`config.mk`:
```
export PLATFORM = sky130hd
export DESIGN_NAME = pwm_fan_ctrl_multi
export DESIGN_NICKNAME = d
export VERILOG_FILES = /design/src/rtl/pwm_fan_ctrl_multi.sv
export SDC_FILE = /design/constraint.sdc
export NUM_CORES = 1
export LEC_CHECK = 0
export ABC_CLOCK_PERIOD_IN_PS = 3160
export CORE_MARGIN = 5
export CORE_UTILIZATION = 50
export DETAILED_ROUTE_END_ITERATION = 8
export PLACE_DENSITY = 0.68
export SYNTH_ARGS = -nofsm -noshare
export SYNTH_HDL_FRONTEND = slang
export SYNTH_SLANG_ARGS = --single-unit
```
`constraint.sdc`:
```
create_clock -name clk_i -period 3.16 [get_ports clk_i]
set_input_delay 0.948 -clock clk_i [delete_from_list [all_inputs] [get_ports clk_i]]
set_output_delay 0.948 -clock clk_i [all_outputs]
set_load 0.1 [all_outputs]
```
`src/rtl/pwm_fan_ctrl_multi.sv`:
```
// Multi-channel PWM fan controller: shared prescaler/phase timebase, per-channel
// OFF/KICK/RUN sequencing with duty ramping, all updates taken on period boundaries.
module pwm_fan_ctrl_multi #(
  parameter int NumChannels  = 2,
  parameter int SettingWidth = 4,
  parameter int PrescaleDiv  = 16,
  parameter int RampPeriods  = 4,
  parameter int KickPeriods  = 8
) (
  input  logic                                 clk_i,
  input  logic                                 rst_ni,
  input  logic                                 en_i,
  input  logic [NumChannels*SettingWidth-1:0]  setting_i,
  output logic [NumChannels-1:0]               pwm_o,
  output logic                                 period_start_o,
  output logic [NumChannels-1:0]               ramp_active_o
);

  localparam int W     = SettingWidth;
  localparam int PresW = (PrescaleDiv > 1) ? $clog2(PrescaleDiv) : 1;
  localparam int RampW = (RampPeriods > 1) ? $clog2(RampPeriods) : 1;
  localparam int KickW = (KickPeriods > 1) ? $clog2(KickPeriods) : 1;

  localparam logic [PresW-1:0] PresLast  = PresW'(PrescaleDiv - 1);
  localparam logic [W-1:0]     PhaseLast = W'((1 << W) - 2);
  localparam logic [RampW-1:0] RampLast  = RampW'((RampPeriods > 0) ? RampPeriods - 1 : 0);
  localparam logic [KickW-1:0] KickInit  = KickW'((KickPeriods > 0) ? KickPeriods - 1 : 0);

  typedef enum logic [1:0] {StOff, StKick, StRun} state_e;

  logic [PresW-1:0] presc_q, presc_d;
  logic [W-1:0]     phase_q, phase_d;
  logic             bnd_q, bnd_d;
  logic             period_start_q, period_start_d;
  logic             tick;
  logic             boundary;

  always_comb begin
    tick           = (presc_q == PresLast);
    boundary       = en_i && tick && (phase_q == PhaseLast);
    presc_d        = tick ? '0 : presc_q + PresW'(1);
    phase_d        = phase_q;
    if (tick) begin
      phase_d = (phase_q == PhaseLast) ? '0 : phase_q + W'(1);
    end
    bnd_d          = boundary;
    // Delayed twice so the pulse lines up with the registered PWM showing phase 0.
    period_start_d = en_i && bnd_q;
    if (!en_i) begin
      presc_d = '0;
      phase_d = '0;
    end
  end

  always_ff @(posedge clk_i or negedge rst_ni) begin
    if (!rst_ni) begin
      presc_q        <= '0;
      phase_q        <= '0;
      bnd_q          <= 1'b0;
      period_start_q <= 1'b0;
    end else begin
      presc_q        <= presc_d;
      phase_q        <= phase_d;
      bnd_q          <= bnd_d;
      period_start_q <= period_start_d;
    end
  end

  assign period_start_o = period_start_q;

  for (genvar gi = 0; gi < NumChannels; gi++) begin : g_ch
    logic [W-1:0]     set_c;
    state_e           state_q, state_d;
    logic [W-1:0]     duty_q, duty_d;
    logic [W-1:0]     target_q, target_d;
    logic [RampW-1:0] ramp_cnt_q, ramp_cnt_d;
    logic [KickW-1:0] kick_cnt_q, kick_cnt_d;
    logic             pwm_q, pwm_d;

    assign set_c = setting_i[gi*W +: W];

    always_comb begin
      state_d    = state_q;
      duty_d     = duty_q;
      target_d   = target_q;
      ramp_cnt_d = ramp_cnt_q;
      kick_cnt_d = kick_cnt_q;
      pwm_d      = en_i && ((state_q == StKick) || (phase_q < duty_q));
      if (!en_i) begin
        state_d    = StOff;
        duty_d     = '0;
        target_d   = '0;
        ramp_cnt_d = '0;
        kick_cnt_d = '0;
      end else if (boundary) begin
        target_d = set_c;
        case (state_q)
          StOff: begin
            if (set_c != '0) begin
              if (KickPeriods > 0) begin
                state_d    = StKick;
                kick_cnt_d = KickInit;
              end else begin
                state_d = StRun;
                duty_d  = (RampPeriods > 0) ? W'(1) : set_c;
              end
            end
          end
          StKick: begin
            if (kick_cnt_q == '0) begin
              if (set_c == '0) begin
                state_d = StOff;
              end else begin
                state_d = StRun;
                duty_d  = set_c;
              end
            end else begin
              kick_cnt_d = kick_cnt_q - KickW'(1);
            end
          end
          StRun: begin
            if (RampPeriods == 0) begin
              duty_d = set_c;
            end else if (duty_q == set_c) begin
              ramp_cnt_d = '0;
            end else if (ramp_cnt_q == RampLast) begin
              ramp_cnt_d = '0;
              duty_d     = (set_c > duty_q) ? duty_q + W'(1) : duty_q - W'(1);
            end else begin
              ramp_cnt_d = ramp_cnt_q + RampW'(1);
            end
            if ((duty_d == '0) && (set_c == '0)) begin
              state_d    = StOff;
              ramp_cnt_d = '0;
            end
          end
          default: state_d = StOff;
        endcase
      end
    end

    always_ff @(posedge clk_i or negedge rst_ni) begin
      if (!rst_ni) begin
        state_q    <= StOff;
        duty_q     <= '0;
        target_q   <= '0;
        ramp_cnt_q <= '0;
        kick_cnt_q <= '0;
        pwm_q      <= 1'b0;
      end else begin
        state_q    <= state_d;
        duty_q     <= duty_d;
        target_q   <= target_d;
        ramp_cnt_q <= ramp_cnt_d;
        kick_cnt_q <= kick_cnt_d;
        pwm_q      <= pwm_d;
      end
    end

    assign pwm_o[gi]         = pwm_q;
    assign ramp_active_o[gi] = (state_q == StKick) ||
                               ((state_q == StRun) && (duty_q != target_q));
  end

endmodule

```
==> metrics.txt <==
Slew Limit Fails 0; Die Area 7470 um2; fmax 331 MHz; Slew @ Worst Pin 0.777 ns; post-synthesis area per instance 9.25 um2; number of DRC markers in iteration 0 177; via/cell ratio 5.77; Mapped Area 2920 um2; Post-Layout Cell Count 431; Synthesis Warnings 0; I/O pins 16; CP Max Fanout 3; minimum clock period 3.02 ns; Top FF cell, synth dfrtp_1; Die W 86.5 um; clk slew on worst S/H paths 0.07 ns; Most Frequent Cell on Critical Path buf_4; critical path cell sequence dlygate4sd2_1 > ha_4 > o211ai_1 > buf_4 > buf_4 > buf_4 > buf_4 > buf_4 > buf_4 > a211o_1 > nand3_1 > nand4b_1 > a32o_1; Critical Path RT 3.34 ns; Tcrit/Tclk final 95.5%; total wire length 6650 um; ys async rst share 100%; dpl ws -0.517 ns; initial antenna violation count 0; Port Buffers 15; Synth top area share 36.0%; die height 86.5 um; M1 GR Usage 27.3%; Root Driver clkbuf_8; DR DRC count 0; Leakage 1.60 nW; final hold vios 0; Yosys reg bits 42; row cnt 27; grt met3 use 3.33%; Antenna Nets Post-Route 0; CP Launch Type primary input; status finished clean; drt pass-1 iters 4; vias in the first global route 2,412; MaxCap Viol Count 0; final setup fails 0; fraction of layout cells with a size suffix above 1 22.3%; post-synthesis sequential area ratio 36.0%; Top Usage Layer GRT met2; Num CTS Buffers 5; placed insts 415; CTS sink cnt 42; Max transition margin 48.2%; Post-synth EDFFs 0; dominant cells by area after synthesis dfrtp_1 36%, ha_1 12%, nand2_1 5.1%; Worst Setup End Kind flop; CTS Hold Bufs 0; clock skew 0.00464 ns; Layout area overhead 22.0%; CTS tree yes; core area 5610 um2; synth unique cells 62; GRT Resource Usage Total 19.2%; CTS max path bufs 2; Slowest Stage Delay on Critical Path 0.29 ns; crit path kind in -> reg; post-synth top area cell dfrtp_1; largest net degree at the start of global routing 43; reg2reg setup slack 0.22 ns; power per cell area 368 nW/um2; hold crit path type reg -> reg; grt total ovfl 0; VDD IR max 0.227 mV; DP HPWL 4830 um; nets 398; vias 2,488; Synth Net Count 356; Worst path slowest cell ha_4; arrival time worst endpoint 3.20 ns; grt met2 use 29.8%; Setup WS post-layout 0.142 ns; Ant. Diodes 0; initial core utilization 52.1%; Avg WL per Cell 15.4 um; first-pass GRT wire length 11,600 um; RSZ-0062 raised after global routing false; Clock Latency Late Sink 0.29 ns; GP Congestion 0.878; H-tree lvl count 2; Mapped Cells 316
-- cell usage in the layout (no fill, tap or decap), types with 5 or more instances in the layout --
| master | n |
|---|---|
| a21boi_0 | 11 |
| a21o_1 | 5 |
| a21oi_1 | 12 |
| and2_1 | 6 |
| buf_4 | 38 |
| clkbuf_8 | 5 |
| dfrtp_1 | 42 |
| ha_1 | 21 |
| ha_4 | 6 |
| inv_1 | 15 |
| nand2_1 | 38 |
| nand2b_1 | 5 |
| nand3_1 | 15 |
| nand4_1 | 8 |
| nor2_1 | 7 |
| nor2b_1 | 9 |
| o211ai_1 | 6 |
| o21ai_0 | 16 |
| o21ai_1 | 7 |
| xnor2_1 | 8 |
-- worst paths after layout --
kind / from / to / depth (start not counted)
worst max-delay path: setting_i[7] / g_ch[1].ramp_cnt_q[0] / 13
worst min-delay path: presc_q[0] / presc_q[0] / 1
worst max register to register: g_ch[1].duty_q[1] / g_ch[1].ramp_cnt_q[0] / 13
worst min register to register: presc_q[0] / presc_q[0] / 1
max in group asynchronous: rst_ni / presc_q[0] / 2
min in group asynchronous: rst_ni / g_ch[1].state_q[1] / 2
-- state kept, by name, summed over array words and instances, names as in the netlist, 2 cells and up --
signal / flops
g_ch.state_q: 4
g_ch.target_q: 8
phase_q: 4
g_ch.ramp_cnt_q: 4
g_ch.kick_cnt_q: 6
presc_q: 4
g_ch.pwm_q: 2
g_ch.duty_q: 8
-- report_power, final --
| group | total [mW] | internal (mW) | switching, mW |
|---|---|---|---|
| clock | 0.414 | 0.236 | 0.178 |
| combinational | 0.327 | 0.151 | 0.176 |
| sequential | 0.571 | 0.554 | 0.0170 |
| total | 1.31 | 0.941 | 0.371 |
-- cell families (layout without fill, tap and decap cells) --
kind of cell    count (synthesis)  in the layout  synth area share, %
compound gates                 90             90                 21.2
buf+inv                        29             72                 4.62
xor+xnor                       12             12                 3.60
flops                          42             42                 36.0
mux                             2              2                0.728
simple gates                  112            112                 21.0
fa+ha+maj                      29             29                 12.9
-- synth_stat cells (2+ instances only) --
cell type  number
xnor2_1         8
a32o_1          4
o211ai_1        6
o31ai_1         2
nand4_1         8
o21ai_1         8
buf_4           3
nand2b_1        5
and3_1          2
and2_1          6
clkbuf_1        7
o21ai_2         2
nor3_2          2
buf_2           2
nor3_1          3
nand3_1        15
o211a_1         2
nand4b_1        2
a21oi_1        15
dfrtp_1        42
xor2_1          4
inv_1          15
a21o_1          5
o22ai_1         3
o21a_1          2
ha_1           27
nor4_1          2
nand2_1        40
nor2b_1         9
a21boi_0       11
fa_1            2
nor2_1          7
o21ai_0        16
-- layer usage --
metal | up-vias | wire length, um | part of all wire, %
met5 | - | 0 | 0
li1 | 1230 | - | -
met3 | 6 | 256 | 3.9
met2 | 53 | 3150 | 47
met4 | 0 | 64 | 0.96
met1 | 1199 | 3170 | 48
-- what timing repair did --
action | CTS | global route
gates resized for setup | 19 | 10
setup buffers | 7 | 1
pin swaps | 24 | 19
endpoints found under the setup margin | 8 | 7
-- per-stage QoR --
stage	power (mW)	area (um2)	utilization, %	hold WS [ns]	TNS [ns]
finish	1.31	3570	63.6	0.470	0
global route	1.38	3570	63.6	0.496	0
CTS	1.31	3510	62.6	0.470	0
detailed placement	0.855	3270	58.4	0.450	-4.04
global placement	0.850	3270	58.4	0.448	-3.27
floorplan	0.746	2920	-	0.433	0
-- critical path, delay by kind of cell --
family / cells / cell delay, ns
buf+inv: 7 / 1.03
simple gates: 2 / 0.28
compound gates: 3 / 0.66
fa+ha+maj: 1 / 0.29
-- layout make-up --
class / count / area, um2
inverters: 15 / 56.3
multi-input cells: 245 / 1860
clock inverters: 1 / 30.0
well taps: 72 / 90.1
clock buffers: 7 / 76.3
repair buffers: 49 / 399
fillers: 457 / 2040
flip-flops and latches: 42 / 1050
No activity file was read; power rests on OpenSTA's default activity.
